### src/rtl/uart_tx_arbiter.sv
// Round-robin arbiter sharing one 8N1 UART transmit line between two
// byte requesters (valid/ready). One byte is granted per frame.
// Ports: clk, reset (async, active-high)
//   req0_data/req0_valid/req0_ready : requester 0 byte handshake
//   req1_data/req1_valid/req1_ready : requester 1 byte handshake
//   TxD      : registered serial output, idle high
//   isBusy   : frame in progress (state != IDLE)
//   grant_id : requester owning the current or most recent frame
//   tx_done  : one-cycle pulse when the stop bit completes
module uart_tx_arbiter #(
    parameter int CLKS_PER_BIT = 434,
    parameter int CNT_W        = $clog2(CLKS_PER_BIT)
) (
    input  logic       clk,
    input  logic       reset,
    input  logic [7:0] req0_data,
    input  logic       req0_valid,
    output logic       req0_ready,
    input  logic [7:0] req1_data,
    input  logic       req1_valid,
    output logic       req1_ready,
    output logic       TxD,
    output logic       isBusy,
    output logic       grant_id,
    output logic       tx_done
);

    typedef enum logic [1:0] {
        IDLE  = 2'd0,
        START = 2'd1,
        DATA  = 2'd2,
        STOP  = 2'd3
    } state_t;

    localparam logic [CNT_W-1:0] CNT_MAX = CNT_W'(CLKS_PER_BIT - 1);

    state_t           state_q, state_d;
    logic [CNT_W-1:0] cnt_q, cnt_d;
    logic [2:0]       bit_idx_q, bit_idx_d;
    logic [7:0]       shift_q, shift_d;
    logic             txd_q, txd_d;
    logic             busy_q, busy_d;
    logic             grant_q, grant_d;
    logic             last_q, last_d;
    logic             done_q, done_d;

    logic idle;
    logic wrap;
    logic gnt0;
    logic gnt1;

    assign idle = (state_q == IDLE);
    assign wrap = (cnt_q == CNT_MAX);

    // Ready is gated by reset so it drops asynchronously with the reset.
    // On a tie the requester that did not own the last frame wins.
    assign gnt0 = ~reset & idle & req0_valid & (~req1_valid | last_q);
    assign gnt1 = ~reset & idle & req1_valid & (~req0_valid | ~last_q);

    assign req0_ready = gnt0;
    assign req1_ready = gnt1;

    assign TxD      = txd_q;
    assign isBusy   = busy_q;
    assign grant_id = grant_q;
    assign tx_done  = done_q;

    always_comb begin
        state_d   = state_q;
        cnt_d     = cnt_q;
        bit_idx_d = bit_idx_q;
        shift_d   = shift_q;
        grant_d   = grant_q;
        last_d    = last_q;
        done_d    = 1'b0;
        txd_d     = 1'b1;

        if (state_q != IDLE) begin
            cnt_d = wrap ? '0 : cnt_q + CNT_W'(1);
        end

        unique case (state_q)
            IDLE: begin
                cnt_d     = '0;
                bit_idx_d = '0;
                if (gnt0 | gnt1) begin
                    shift_d = gnt1 ? req1_data : req0_data;
                    grant_d = gnt1;
                    last_d  = gnt1;
                    state_d = START;
                end
            end
            START: begin
                if (wrap) begin
                    state_d = DATA;
                end
            end
            DATA: begin
                if (wrap) begin
                    shift_d   = shift_q >> 1;
                    bit_idx_d = bit_idx_q + 3'd1;
                    if (bit_idx_q == 3'd7) begin
                        state_d = STOP;
                    end
                end
            end
            STOP: begin
                if (wrap) begin
                    state_d = IDLE;
                    done_d  = 1'b1;
                end
            end
            default: state_d = IDLE;
        endcase

        // The line level follows the current state one cycle later.
        unique case (state_q)
            IDLE:    txd_d = 1'b1;
            START:   txd_d = 1'b0;
            DATA:    txd_d = shift_q[0];
            STOP:    txd_d = 1'b1;
            default: txd_d = 1'b1;
        endcase

        busy_d = (state_d != IDLE);
    end

    always_ff @(posedge clk or posedge reset) begin
        if (reset) begin
            state_q   <= IDLE;
            cnt_q     <= '0;
            bit_idx_q <= '0;
            shift_q   <= '0;
            txd_q     <= 1'b1;
            busy_q    <= 1'b0;
            grant_q   <= 1'b0;
            last_q    <= 1'b1;
            done_q    <= 1'b0;
        end else begin
            state_q   <= state_d;
            cnt_q     <= cnt_d;
            bit_idx_q <= bit_idx_d;
            shift_q   <= shift_d;
            txd_q     <= txd_d;
            busy_q    <= busy_d;
            grant_q   <= grant_d;
            last_q    <= last_d;
            done_q    <= done_d;
        end
    end

endmodule

### config.mk
export PLATFORM = sky130hd
export DESIGN_NAME = uart_tx_arbiter
export DESIGN_NICKNAME = d
export VERILOG_FILES = /design/src/rtl/uart_tx_arbiter.sv
export SDC_FILE = /design/constraint.sdc
export NUM_CORES = 1
export LEC_CHECK = 0
export CAP_MARGIN = 20
export CORE_UTILIZATION = 40
export CTS_BUF_LIST = sky130_fd_sc_hd__clkbuf_4
export CTS_CLUSTER_DIAMETER = 60
export DETAILED_ROUTE_END_ITERATION = 8
export GPL_ROUTABILITY_DRIVEN = 0
export PLACE_DENSITY = 0.69
export SLEW_MARGIN = 20
export SYNTH_ARGS = -nofsm -noshare
export SYNTH_HDL_FRONTEND = slang
export SYNTH_SLANG_ARGS = --single-unit
### constraint.sdc
create_clock -name clk -period 2.5 [get_ports clk]
set_input_delay 0.625 -clock clk [delete_from_list [all_inputs] [get_ports clk]]
set_output_delay 0.625 -clock clk [all_outputs]
set_load 0.02 [all_outputs]
# --- Yosys cells after proc, flatten, opt, wreduce, memory -nomap -nowiden ---
# Cells that the tools add are included.
classes:
  n_addsub: 2
  mul: 0
  n_div: 0
  n_lt_le_gt_ge: 0
  n_eq_ne: 7
  shifts: 0
  mux: 18
  bitwise: 12
  reduce_logical: 9
ops:
  columns: ["cell", "n"]
  rows:
  - ["9-bit 2-to-1 mux", 3]
  - ["8-bit 2-to-1 mux", 3]
  - ["8-bit case mux with 2 select lines", 1]
  - ["2-bit 2-to-1 mux", 5]
  - ["9-bit by 1-bit adder with 9-bit output (second input constant)", 1]
  - ["9-bit == test (second input constant)", 1]
  - ["2-bit case mux with 4 select lines", 1]
  - ["2-bit nonzero test", 4]
  - ["3-bit case mux with 2 select lines", 1]
  - ["1-bit AND", 5]
  - ["2-bit == test (second input constant)", 2]
  - ["1-bit NOT", 4]
  - ["2-bit AND reduction", 2]
  - ["3-bit by 1-bit adder with 3-bit output (second input constant)", 1]
  - ["3-bit == test (second input constant)", 1]
  - ["3-bit 2-to-1 mux", 1]
  - ["1-bit OR", 3]
  - ["1-bit case mux with 3 select lines", 1]
  - ["3-bit AND reduction", 1]
  - ["2-bit by 1-bit == test with 1-bit output (second input constant)", 1]
  - ["2-bit zero test", 1]
  - ["1-bit 2-to-1 mux", 2]
  - ["2-bit by 1-bit != test with 1-bit output (second input constant)", 1]
  - ["2-bit != test (second input constant)", 1]
  - ["2-bit OR reduction", 1]
totals:
  register_bits: 27
  latchBits: 0
  mem_bits_rw: 0
  romBits: 0
  in_bits: 20
  wordCells: 57
  mem_count: 0

# --- Depth between registers and ports, before layout ---
depth:
  ltp_word: 8
  depth_mapped: 8
  ltp_nobuf: 6

# --- Worst setup path after synthesis ---
# No wires, ideal clock.
synth_path:
  path_type: "register -> output"
  from: "reg state_q[0]"
  to: "out req0_ready"
  arrival_time_ns: 1.398
  required_time_ns: 1.875
  slack_ns: 0.477
  path_stages_with_launch: 6
  cell_sequence: "dfrtp_1 > inv_1 > ha_1 > nor2b_1 > nand2_1 > a21oi_1"
synth_between:
  elab_chain_cells: 4
synth_lines:
  columns: ["element", "line_no", "text"]
  rows:
  - ["start: declaration", "37", "state_t state_q, state_d;"]
  - ["start signal: assignment", "140", "state_q <= state_d;"]
  - ["2-bit zero test", "52", "assign idle = (state_q == IDLE);"]
  - ["1-bit AND (3 in series)", "57", "assign gnt0 = ~reset & idle & req0_valid & (~req1_valid | last_q);"]
  - ["end: declaration", "18", "output logic req0_ready,"]
# Every way passes these cells.

# --- Worst setup path after layout ---
layout_path:
  from: "in req1_valid"
  to: "out req1_ready"
layout_between:
  elab_chain_cells: 2
layout_lines:
  columns: ["element", "line_no", "text"]
  rows:
  - ["start: declaration", "20", "input logic req1_valid,"]
  - ["1-bit AND (2 in series)", "58", "assign gnt1 = ~reset & idle & req1_valid & (~req0_valid | ~last_q);"]
  - ["end: declaration", "21", "output logic req1_ready,"]
# Every way passes these cells.

==> metrics.yaml <==
routing:
  via_count: 1264
  wl_um: 3300
  drt_iter0_drc: 42
  wl_per_cell_um: 13.8
  first_pass_iters: 4
  via_per_inst: 5.29
  drc: 0
  drtAntennaViolNets: 0
cells_and_area:
  most-common-layout-cells: "dfrtp_1 (25), clkdlybuf4s50_1 (23), nor2_1 (22)"
  drive_gt1_share_pct: 14.7
  fin_util_pct: 52.1
  syn2layout_area_growth_pct: 23.9
  fin_nets: 221
  mostFrequentLayoutCell: "dfrtp_1"
  antenna_cells: 0
  stdcell_area_mm2: 0.00192
clock_network:
  cts_max_path_buffers: 2
  numCtsBuffers: 3
  cts_sinks: 27
  cts_hold_buffers: 0
  cts_resized: 2
  clk_latency_ps: 310
  cts_tree: "done"
  cts_setup_buffers: 0
  path_clk_slew_ps: 130
  cts_root_buf: "clkbuf_4"
  h-tree-depth: 1
place:
  postPlaceCellArea_mm2: 0.00190
  io_buffers: 25
  preCtsSetupSlack_ps: -230
  dp_hpwl_um: 2550
logic_synthesis:
  ys_async_sr_fraction_pct: 100
  netlist_instances: 158
  ys_warn_count: 0
  ys_ff_latch: 27
  syn_nets: 187
  ys_seq_area_share_pct: 43.7
  synth_cell_type_count: 37
  avgSynthCellArea_um2: 9.83
  syn-cell-area_mm2: 0.00155
  synth_edf_count: 0
  synth_ff_type: "dfrtp_1"
critical_path:
  worstPathRequired_ps: 1880
  crit_type: "primary input to output pin"
  worst_ep_arrival_time_ps: 1760
  cp_slowest_stage_delay_ps: 540
  r2r_setup_slack_ps: 440
  cp_slowest_cell: "clkdlybuf4s50_1"
  setup.worst_path.start_class: "primary input"
  cp-end-kind: "output pin"
  path_max_fanout: 5
  cp-startpoint: "req1_valid"
  crit_chain: "clkdlybuf4s50_1 -> nand3b_1 -> nor2_1 -> dlygate4sd2_1"
  rr_startpoint: "state_q[0]$_DFF_PP0_"
timing:
  finalCritPeriodShare_pct: 95.4
  slew_violations: 0
  worst_clock_skew_ps: 7.54
  fmax_mhz: 419
  rsz0062_at_grt: "no"
  timing_worst_slew_pin_value_ps: 495
  setup_ws_ps: 116
  setup_violations: 0
  whs_ps: 525
  slew_headroom_pct: 67.0
  setup_tns_ps: 0
  hold_viol: 0
  period_minus_slack_ps: 2380
grt:
  track_usage_pct: 17.2
  grt_pass1_wl_um: 5620
  grt-ovfl-total: 0
  grt_pass1_vias: 1306
  antenna_found_initial: 0
  grt_max_degree: 28
power:
  p_per_area_mw_per_mm2: 355
  peakVddDrop_uv: 159
  p_leak_nw: 0.858
floorplanning:
  dieWidth_um: 64.3
  fp-row-count: 22
  core-area_mm2: 0.00369
  start_util_pct: 42.1
  io_pins: 26
  die_h_um: 64.3
  design.die.area_mm2: 0.00414
outcome:
  status: "finished clean"
run:
  drv_cap: 0
worst_hold_path:
  min-delay-start: "shift_q[7]$_DFFE_PP0P_"
  worstHoldPathType: "flop to flop"
[flip-flops by register name, summed over array words and instances (netlist names)]
register and cells:
tx_done 1, bit_idx_q 3, state_q 2, cnt_q 9, grant_id 1, isBusy 1, shift_q 8, last_q 1
TxD 1
[worst max-delay path, delay by kind of cell]
family	cells	cell delay, ps
AND/OR/NAND/NOR	2	250
buffers and inverters	2	880
[cells in the mapped netlist (3+ instances only)]
cell | count | share of area, %
dfrtp_1 | 25 | 40
o21ai_0 | 12 | 3.9
nor3_1 | 3 | 0.97
clkbuf_1 | 3 | 0.73
xnor2_1 | 6 | 3.4
mux2_4 | 7 | 6.8
a21oi_1 | 3 | 0.97
a31oi_1 | 7 | 2.8
nand3_1 | 12 | 3.9
nand2_1 | 8 | 1.9
inv_1 | 9 | 2.2
ha_1 | 9 | 7.3
nor2_1 | 22 | 5.3
[area by class of cell]
class / count / area, um2
clock buffers: 4 / 30.0
flip-flops and latches: 27 / 678
multi-input cells: 116 / 802
well taps: 48 / 60.1
repair buffers: 35 / 319
inverters: 9 / 33.8
fillers: 370 / 1770
[metal layers]
metal  track usage [%]  part of all wire (%)
met5                 0                     0
met1              20.5                    46
met2              32.9                    50
met4              2.78                   1.0
met3              2.32                   3.4
[per-stage QoR]
| step | instances | power (W) |
|---|---|---|
| 6_report | 239 | 0.000683 |
| 5_1_grt | 239 | 0.000713 |
| 4_1_cts | 239 | 0.000692 |
| 3_5_place_dp | 235 | 0.000498 |
| 3_3_place_gp | 235 | 0.000497 |
| 2_1_floorplan | 158 | 0.000459 |
[power breakdown]
part | internal (W) | leakage (nW) | switching [W]
clock | 0.0000730 | 0.0184 | 0.000120
combinational | 0.0000338 | 0.542 | 0.0000190
sequential | 0.000437 | 0.298 | 0
total | 0.000544 | 0.858 | 0.000139
[cell families (layout without fill, tap and decap cells)]
kind of cell	after synthesis	in the layout	synth area share, %
AOI/OAI and AO/OA	32	32	13.1
adders and majority gates	9	9	7.25
buffers and inverters	15	48	4.67
DFF	27	27	43.7
and+or+nand+nor	58	58	18.8
xor gates and xnor gates	8	8	4.51
muxes	9	9	8.06
[final timing paths]
kind,end,cells past startpoint
hold reg to reg,shift_q[7]$_DFFE_PP0P_,1
min in group asynchronous,grant_id$_DFFE_PP0P_,4
setup reg to reg,shift_q[4]$_DFFE_PP0P_,7
setup / recovery,req1_ready,4
hold / removal,shift_q[7]$_DFFE_PP0P_,1
max in group asynchronous,TxD$_DFF_PP1_,4
(Power assumes the default switching activity.)
